<file path="src/rtl/shared_adder_arbiter.sv">
// Round-robin arbiter that time-shares one 16-bit ripple-carry adder among NUM_REQ requesters.
// Latency: accept at edge T, CALC in cycle T+1, response valid from cycle T+2 (3 cycles minimum per op).
// Backpressure: RESP holds sum/carry/valid stable until the granted requester's resp_ready_i is high.
//
// Ports: clk/rst_n (async active-low); req_valid_i/req_ready_o/req_a_i/req_b_i request side
// (16-bit operand lanes packed per requester); resp_valid_o/resp_ready_i/resp_sum_o/resp_carry_o
// response side; busy_o high outside IDLE; op_count_o counts completed responses (wraps).

module bsg_adder_ripple_carry #(
    parameter int width_p = 16
) (
    input  logic [width_p-1:0] a_i,
    input  logic [width_p-1:0] b_i,
    output logic [width_p-1:0] s_o,
    output logic               c_o
);
    logic [width_p:0] c;

    assign c[0] = 1'b0;

    for (genvar i = 0; i < width_p; i++) begin : g_bit
        assign s_o[i]   = a_i[i] ^ b_i[i] ^ c[i];
        assign c[i+1]   = (a_i[i] & b_i[i]) | (a_i[i] & c[i]) | (b_i[i] & c[i]);
    end

    assign c_o = c[width_p];
endmodule

module shared_adder_arbiter #(
    parameter int NUM_REQ = 4,
    parameter int CNT_W   = 8
) (
    input  logic                  clk,
    input  logic                  rst_n,
    input  logic [NUM_REQ-1:0]    req_valid_i,
    output logic [NUM_REQ-1:0]    req_ready_o,
    input  logic [NUM_REQ*16-1:0] req_a_i,
    input  logic [NUM_REQ*16-1:0] req_b_i,
    output logic [NUM_REQ-1:0]    resp_valid_o,
    input  logic [NUM_REQ-1:0]    resp_ready_i,
    output logic [15:0]           resp_sum_o,
    output logic                  resp_carry_o,
    output logic                  busy_o,
    output logic [CNT_W-1:0]      op_count_o
);
    localparam int W     = 16;
    localparam int PTR_W = $clog2(NUM_REQ);

    typedef enum logic [1:0] {
        IDLE = 2'd0,
        CALC = 2'd1,
        RESP = 2'd2
    } state_t;

    state_t             state;
    logic [PTR_W-1:0]   rr_ptr;
    logic [PTR_W-1:0]   gnt_r;
    logic [W-1:0]       op_a_r;
    logic [W-1:0]       op_b_r;
    logic [W-1:0]       sum_r;
    logic               carry_r;
    logic [CNT_W-1:0]   op_cnt_r;
    logic [NUM_REQ-1:0] resp_valid_r;
    logic               busy_r;

    logic [W-1:0]       add_sum;
    logic               add_carry;

    logic               gnt_any;
    logic [PTR_W-1:0]   gnt_idx;
    logic [PTR_W:0]     cand;

    bsg_adder_ripple_carry #(.width_p(W)) u_adder (
        .a_i (op_a_r),
        .b_i (op_b_r),
        .s_o (add_sum),
        .c_o (add_carry)
    );

    // Search upward from rr_ptr, wrapping; the first valid requester wins.
    always_comb begin
        gnt_any = 1'b0;
        gnt_idx = '0;
        cand    = '0;
        for (int i = 0; i < NUM_REQ; i++) begin
            cand = {1'b0, rr_ptr} + (PTR_W+1)'(i);
            if (cand >= (PTR_W+1)'(NUM_REQ)) begin
                cand = cand - (PTR_W+1)'(NUM_REQ);
            end
            if (!gnt_any && req_valid_i[cand[PTR_W-1:0]]) begin
                gnt_any = 1'b1;
                gnt_idx = cand[PTR_W-1:0];
            end
        end
    end

    // Gated by rst_n so the combinational ready is also silent while reset is held.
    assign req_ready_o = (rst_n && state == IDLE && gnt_any) ?
                         (NUM_REQ'(1) << gnt_idx) : '0;

    always_ff @(posedge clk or negedge rst_n) begin
        if (!rst_n) begin
            state        <= IDLE;
            rr_ptr       <= '0;
            gnt_r        <= '0;
            op_a_r       <= '0;
            op_b_r       <= '0;
            sum_r        <= '0;
            carry_r      <= 1'b0;
            op_cnt_r     <= '0;
            resp_valid_r <= '0;
            busy_r       <= 1'b0;
        end else begin
            case (state)
                IDLE: begin
                    if (gnt_any) begin
                        op_a_r <= req_a_i[gnt_idx*W +: W];
                        op_b_r <= req_b_i[gnt_idx*W +: W];
                        gnt_r  <= gnt_idx;
                        busy_r <= 1'b1;
                        state  <= CALC;
                    end
                end
                CALC: begin
                    sum_r        <= add_sum;
                    carry_r      <= add_carry;
                    resp_valid_r <= NUM_REQ'(1) << gnt_r;
                    state        <= RESP;
                end
                RESP: begin
                    if (resp_ready_i[gnt_r]) begin
                        op_cnt_r     <= op_cnt_r + 1'b1;
                        rr_ptr       <= (gnt_r == PTR_W'(NUM_REQ-1)) ? '0 : gnt_r + 1'b1;
                        resp_valid_r <= '0;
                        busy_r       <= 1'b0;
                        state        <= IDLE;
                    end
                end
                default: begin
                    resp_valid_r <= '0;
                    busy_r       <= 1'b0;
                    state        <= IDLE;
                end
            endcase
        end
    end

    assign resp_valid_o = resp_valid_r;
    assign resp_sum_o   = sum_r;
    assign resp_carry_o = carry_r;
    assign busy_o       = busy_r;
    assign op_count_o   = op_cnt_r;
endmodule

</file>
<file path="config.mk">
export PLATFORM = sky130hd
export DESIGN_NAME = shared_adder_arbiter
export DESIGN_NICKNAME = d
export VERILOG_FILES = /design/src/rtl/shared_adder_arbiter.sv
export SDC_FILE = /design/constraint.sdc
export NUM_CORES = 1
export LEC_CHECK = 0
export CAP_MARGIN = 20
export CORE_MARGIN = 4
export CORE_UTILIZATION = 30
export CTS_CLUSTER_DIAMETER = 120
export CTS_CLUSTER_SIZE = 40
export DETAILED_ROUTE_END_ITERATION = 8
export GPL_TIMING_DRIVEN = 0
export HOLD_SLACK_MARGIN = 0.02
export SYNTH_ARGS = -nofsm -noshare
export SYNTH_HDL_FRONTEND = slang
export SYNTH_HIERARCHICAL = 1
export SYNTH_SLANG_ARGS = --single-unit
</file>
<file path="constraint.sdc">
create_clock -name clk -period 18.45 [get_ports clk]
set_input_delay 1.845 -clock clk [delete_from_list [all_inputs] [get_ports clk]]
set_output_delay 1.845 -clock clk [all_outputs]
set_load 0.005 [all_outputs]
</file>
Word level (Yosys, flattened, before mapping):

Cells that the tools add are included.

* register bits: 68
* output and inout bits: 34
* word-level logic and storage cells: 192

* add/sub/neg operators: 9
* $lt $le $gt $ge: 9
* eq/ne operators: 5
* shift-type cells: 4
* muxes and demuxes: 32
* bitwise logic cells: 109
* reductions and logical operators: 14

Operators by type and width (count)
* $shiftx A64 B7 Y16: 2
* $and A1 B1 Y1: 46
* $xor A1 B1 Y1: 31
* $or A1 B1 Y1: 30
* $mux W2: 11
* $lt A2 B3 Y1 const B: 5
* $pmux W4 S3: 1
* $mux W1: 11
* $bmux W1 S2: 5
* $ge A3 B3 Y1 const B: 3
* $add A8 B1 Y8 const B: 1
* $mux W4: 2
* $reduce_and A2 Y1: 4
* $shl A1 B2 Y4 const A: 2
* $sub A2 B1 Y2 const B: 4
* $add A2 B2 Y3 const B: 2
* $pmux W2 S3: 1
* $logic_and A1 B1 Y1: 5
* $eq A2 B2 Y1 const B: 2
* $ne A2 B2 Y1 const B: 2
* $add A2 B1 Y3 const B: 1
* $ge A2 B3 Y1 const B: 1
* $logic_not A1 Y1: 3
* $pmux W1 S3: 1
* other kinds (5): 6

Longest topological paths before layout:

* depth after elaboration: 46
* gate-level depth with buffers: 19
* mapped depth without buffers: 19

Hierarchy:

Netlist, hierarchy kept.

Modules (own cells, without submodules)
* shared_adder_arbiter: times used 1, cells each 322, area each 3364.5 um^2
* bsg_adder_ripple_carry: times used 1, cells each 21, area each 331.6 um^2

Worst setup path after synthesis:

OpenSTA, ideal clock, no wires.

* path kind: register -> register
* start: register op_a_r[0]
* end: register sum_r[15], in the netlist resp_sum_o[15]
* library setup time: 0.064 ns
* arrival time: 6.474 ns
* required time: 18.386 ns
* setup slack: 11.912 ns
* cell stages (with the launch flop): 20
* clock period less this slack: 6.538 ns
* path through: dfrtp_1 -> ha_1 -> fa_1 -> fa_1 -> fa_1 -> fa_1 -> fa_1 -> fa_1 -> fa_1 -> fa_1 -> fa_1 -> fa_1 -> fa_1 -> fa_1 -> fa_1 -> fa_1 -> inv_1 -> fa_1 -> inv_1 -> mux2_2

* cells in the longest elaborated chain, start to end: 44
* elaborated cells between the ends (all ways): 58
* those cells by class: 58 x bitwise

RTL lines
* start, declared: line 58 `logic [W-1:0] op_a_r;`
* start signal, assigned: line 117 `op_a_r <= req_a_i[gnt_idx*W +: W];`
* $and A1 B1 Y1 (*): line 23 `assign c[i+1] = (a_i[i] & b_i[i]) | (a_i[i] & c[i]) | (b_i[i] & c[i]);`
* $and A1 B1 Y1: line 23
* $or A1 B1 Y1: line 23
* $or A1 B1 Y1 (*): line 23
* $and A1 B1 Y1: line 23
* $or A1 B1 Y1: line 23
* $or A1 B1 Y1 (*): line 23
* $and A1 B1 Y1: line 23
* (+29 left out)
* $and A1 B1 Y1: line 23
* $or A1 B1 Y1: line 23
* $or A1 B1 Y1 (*): line 23
* $and A1 B1 Y1: line 23
* $or A1 B1 Y1: line 23
* $or A1 B1 Y1 (*): line 23
* $xor A1 B1 Y1 (*): line 22 `assign s_o[i] = a_i[i] ^ b_i[i] ^ c[i];`
* net add_sum[15]: line 66 `logic [W-1:0] add_sum;`
* end signal, assigned: line 125 `sum_r <= add_sum;`
* end, declared: line 60 `logic [W-1:0] sum_r;`

The timed path passes the listed nets; every way through them passes the cells marked *.
A chain may end at the register's enable or synchronous reset.

Final worst setup path:

Same ends and word-level chain as after synthesis.

==> results.md <==
- HP Class: flop to flop
- Worst setup EP type: flop
- P_int: 0.0005801 W
- Final worst path period need: 6.954 ns
- I/O pin total: 172
- Rows: 40
- Hold Path End: op_count_o[7]
- RSZ-0062 raised after global routing: false
- Ant. Diodes: 0
- Vias per cell: 5.225
- Area contributors post-synth: dfrtp_1 (46%), a21oi_1 (9.2%), a222oi_1 (8.7%)
- GR Overflow Total: 0
- Headroom to the max-slew limit: 60.21%
- Post-CTS Repair Setup Buffers: 0
- Post-route cell area: 5924 um2
- R2r startpoint: op_a_r[0]
- Clk network pwr share: between 20% and 30%
- Seq cells post-synth: 68
- WHS: 0.4678 ns
- Post-route ant nets: 0
- Yosys top cell area share: a little under half
- Total power: 0.0009155 W
- Crit path top cell by count: fa_1
- Hold Path Cell Cnt: 1
- Fin nets: 684
- Syn nets: 502
- Share of cells above drive strength 1: 10.78%
- Part of the cycle the worst path needs: between 30% and 40%
- Largest net degree at the start of global routing: 39
- Setup TNS: 0 ns
- Drt first-iter violations: between 300 and 400
- Max-cap viol count: 0
- Via count: about 3500
- Initial antenna violation count: 0
- H-tree lvl count: 3
- Final setup viols: 0
- Starting Density: 30.77%
- Busiest grt layer: met2
- Worst Path Buf+Inv: 2
- Width of the chip: 119.0 um
- Worst reg-to-reg path cell count: 19
- Critical path's largest stage delay: 0.45 ns
- Placed instance area: around 5600 um2
- Post-synth top area cell: dfrtp_1
- Die height: 119.0 um
- Syn-to-layout area delta: 60.29%
- Post-Place Setup Slack: 11.48 ns
- Clock Tree Buf Depth: 2
- CTS sink count: slightly below 70
- Root Driver: clkbuf_16
- Die area: 14160 um2
- DRC: 0
- Hold Buf Count CTS: 0
- Core Region: 12010 um2
- Met3 Usage GRT: 5.223%
- Distinct cell type count after synthesis: 42
- Final Max Tran Viols: 0
- Clock slew at reported path FFs: 0.06 ns
- Post-detail-place hpwl: 9.785 mm
- Layout Skew: 0.005939 ns
- CP delay by family, top: adder cells
- Switch Pwr: 0.0003354 W
- Worst-Margin Slew: between 0.5 and 0.6 ns
- DR WL/cell: 18.64 um
- CTS tree: done
- Number of global-route vias before repair: 3788
- CP Class: flop to flop
- R2R setup slack: 11.50 ns
- Combinational Power Share: 48.9%
- Drt first pass iters: 6
- Worst skew pair latency: 0.33 ns
- Global placement routability congestion: 0.8081
- Post-Route WL: roughly 13 mm
- Crit-path cells: ha_1 > fa_1 > fa_1 > fa_1 > fa_1 > fa_1 > fa_1 > fa_1 > fa_1 > fa_1 > fa_1 > fa_1 > fa_1 > fa_1 > fa_1 > inv_1 > fa_1 > inv_1 > mux2_2
- Switch share: between 30% and 40%
- Sequential Power Share: 30.6%
- Slowest stage cell, crit path: fa_1
- Final hold vios: 0
- Worst-path maximum fanout: 2
- Met1 GRT Util: 21.79%
- Max Fclk: 143.8 MHz
- Met2 Usage GRT: 30.38%
- Seq/Total Area, Yosys: 46.04%
- Critical Path AT: 7.22 ns
- GRT Util Overall: 17.79%
- Commonest cells post-synth: a21oi_1 (68), dfrtp_1 (68), nor2_1 (34), a222oi_1 (32), mux2_2 (17)
- Syn Std Cell Area: 3696 um2
- Status: finished clean
- Critical path origin: op_a_r[0]
- I/O Buffers: 170
- Reg2reg end: resp_sum_o[15]
- Cells after Synth: 343
- Ys flop type: dfrtp_1
- First-pass GRT wire length: 19.79 mm
- Mapped Avg Cell Area: 10.78 um2
- Req. time, crit path: ~19 ns
- EDFF count, synth: 0
- Cts bufs inserted: 9
- Worst vdd ir: 0.00005292 V
- Post-cts sizing count: 0
- Setup crit start kind: flop
- Power density cells: 154.5 nW/um2
- Pleak: around 2.4 nW
- Setup ws final: 11.50 ns
- Worst hold path startpoint: op_count_o[7]
- Ys Warns: 6
- Asr flop ratio synth: 100.0%
[cell type report]
type / count / area, um2
buffer: 27 / 153.9
clock buffer: 11 / 252.7
clock inverter: 4 / 72.57
fill: 1117 / 6087
inverter: 11 / 41.29
multi-input combinational: 237 / 1799
sequential: 68 / 1702
tap: 147 / 183.9
timing repair buffer: 171 / 1719
[sequential cells by signal, indices dropped and copies added (netlist names)]
name and cells:
gnt_r 2, rr_ptr 2, state 2, op_count_o 8
resp_sum_o 16, resp_carry_o 1, resp_valid_o 4, op_b_r 16
op_a_r 16, busy_o 1
[metrics by stage]
step / instances / utilization, %
2_1_floorplan: 343 / -
3_3_place_gp: 660 / 46.47
3_5_place_dp: 661 / 46.61
4_1_cts: 676 / 49.32
5_1_grt: 676 / 49.32
6_report: 676 / 49.32
[power groups by stage]
| stage | clock network, W | logic (W) | registers, W |
|---|---|---|---|
| finish | 0.000188 | 0.000448 | 0.000280 |
| floorplan | 0 | 0.000270 | 0.000272 |
| global placement | 0 | 0.000443 | 0.000281 |
| CTS | 0.000192 | 0.000455 | 0.000281 |
| detailed placement | 0 | 0.000453 | 0.000282 |
| global route | 0.000199 | 0.000505 | 0.000291 |
[metal layers]
layer  part of all wire (%)  vias up
met5                      0        -
met4                    1.5        0
met3                    7.5       14
met2                     49      146
met1                     42     1724
li1                       -     1648
[kinds of logic after synthesis]
| logic type | after synthesis | share of synthesized area (%) |
|---|---|---|
| buffers and inverters | 38 | 5.281 |
| XOR/XNOR | 7 | 1.659 |
| flip-flops | 68 | 46.04 |
| AND/OR/NAND/NOR | 71 | 9.208 |
| AO/OA/AOI/OAI | 120 | 21.87 |
| multiplexers | 18 | 5.789 |
| adder cells (fa/ha/maj) | 21 | 10.16 |
[worst max path at each step]
stage                          end  slack [ns]  depth (start not counted)
floorplan           resp_sum_o[15]       11.91                         19
global placement    req_ready_o[0]       10.92                          3
detailed placement  resp_sum_o[15]       11.48                         19
CTS                 resp_sum_o[15]       11.47                         19
global route        resp_sum_o[15]       11.29                         19
finish              resp_sum_o[15]       11.50                         19
[layout by cell type (no fill, tap or decap), drive strengths merged, types with 2 or more instances in the layout]
cell type      synthesis  routed
o22ai                  2       2
o21ai                  5       5
mux2                  17      17
nor2                  34      34
xor2                   3       3
and3                   5       5
a211oi                 2       2
buf                   18      20
inv                   11      11
a222oi                32      32
clkbuf                 9      20
nor2b                  2       2
clkdlybuf4s50          0     169
nor3                   2       2
dfrtp                 68      68
a21oi                 68      68
ha                     6       6
a22o                   4       4
nand4                  2       2
bufinv                 0       2
fa                    15      15
nand2b                 3       3
nand2                 15      15
nor4                   2       2
xnor2                  4       4
Note: power is estimated with default switching activity, not from simulation.
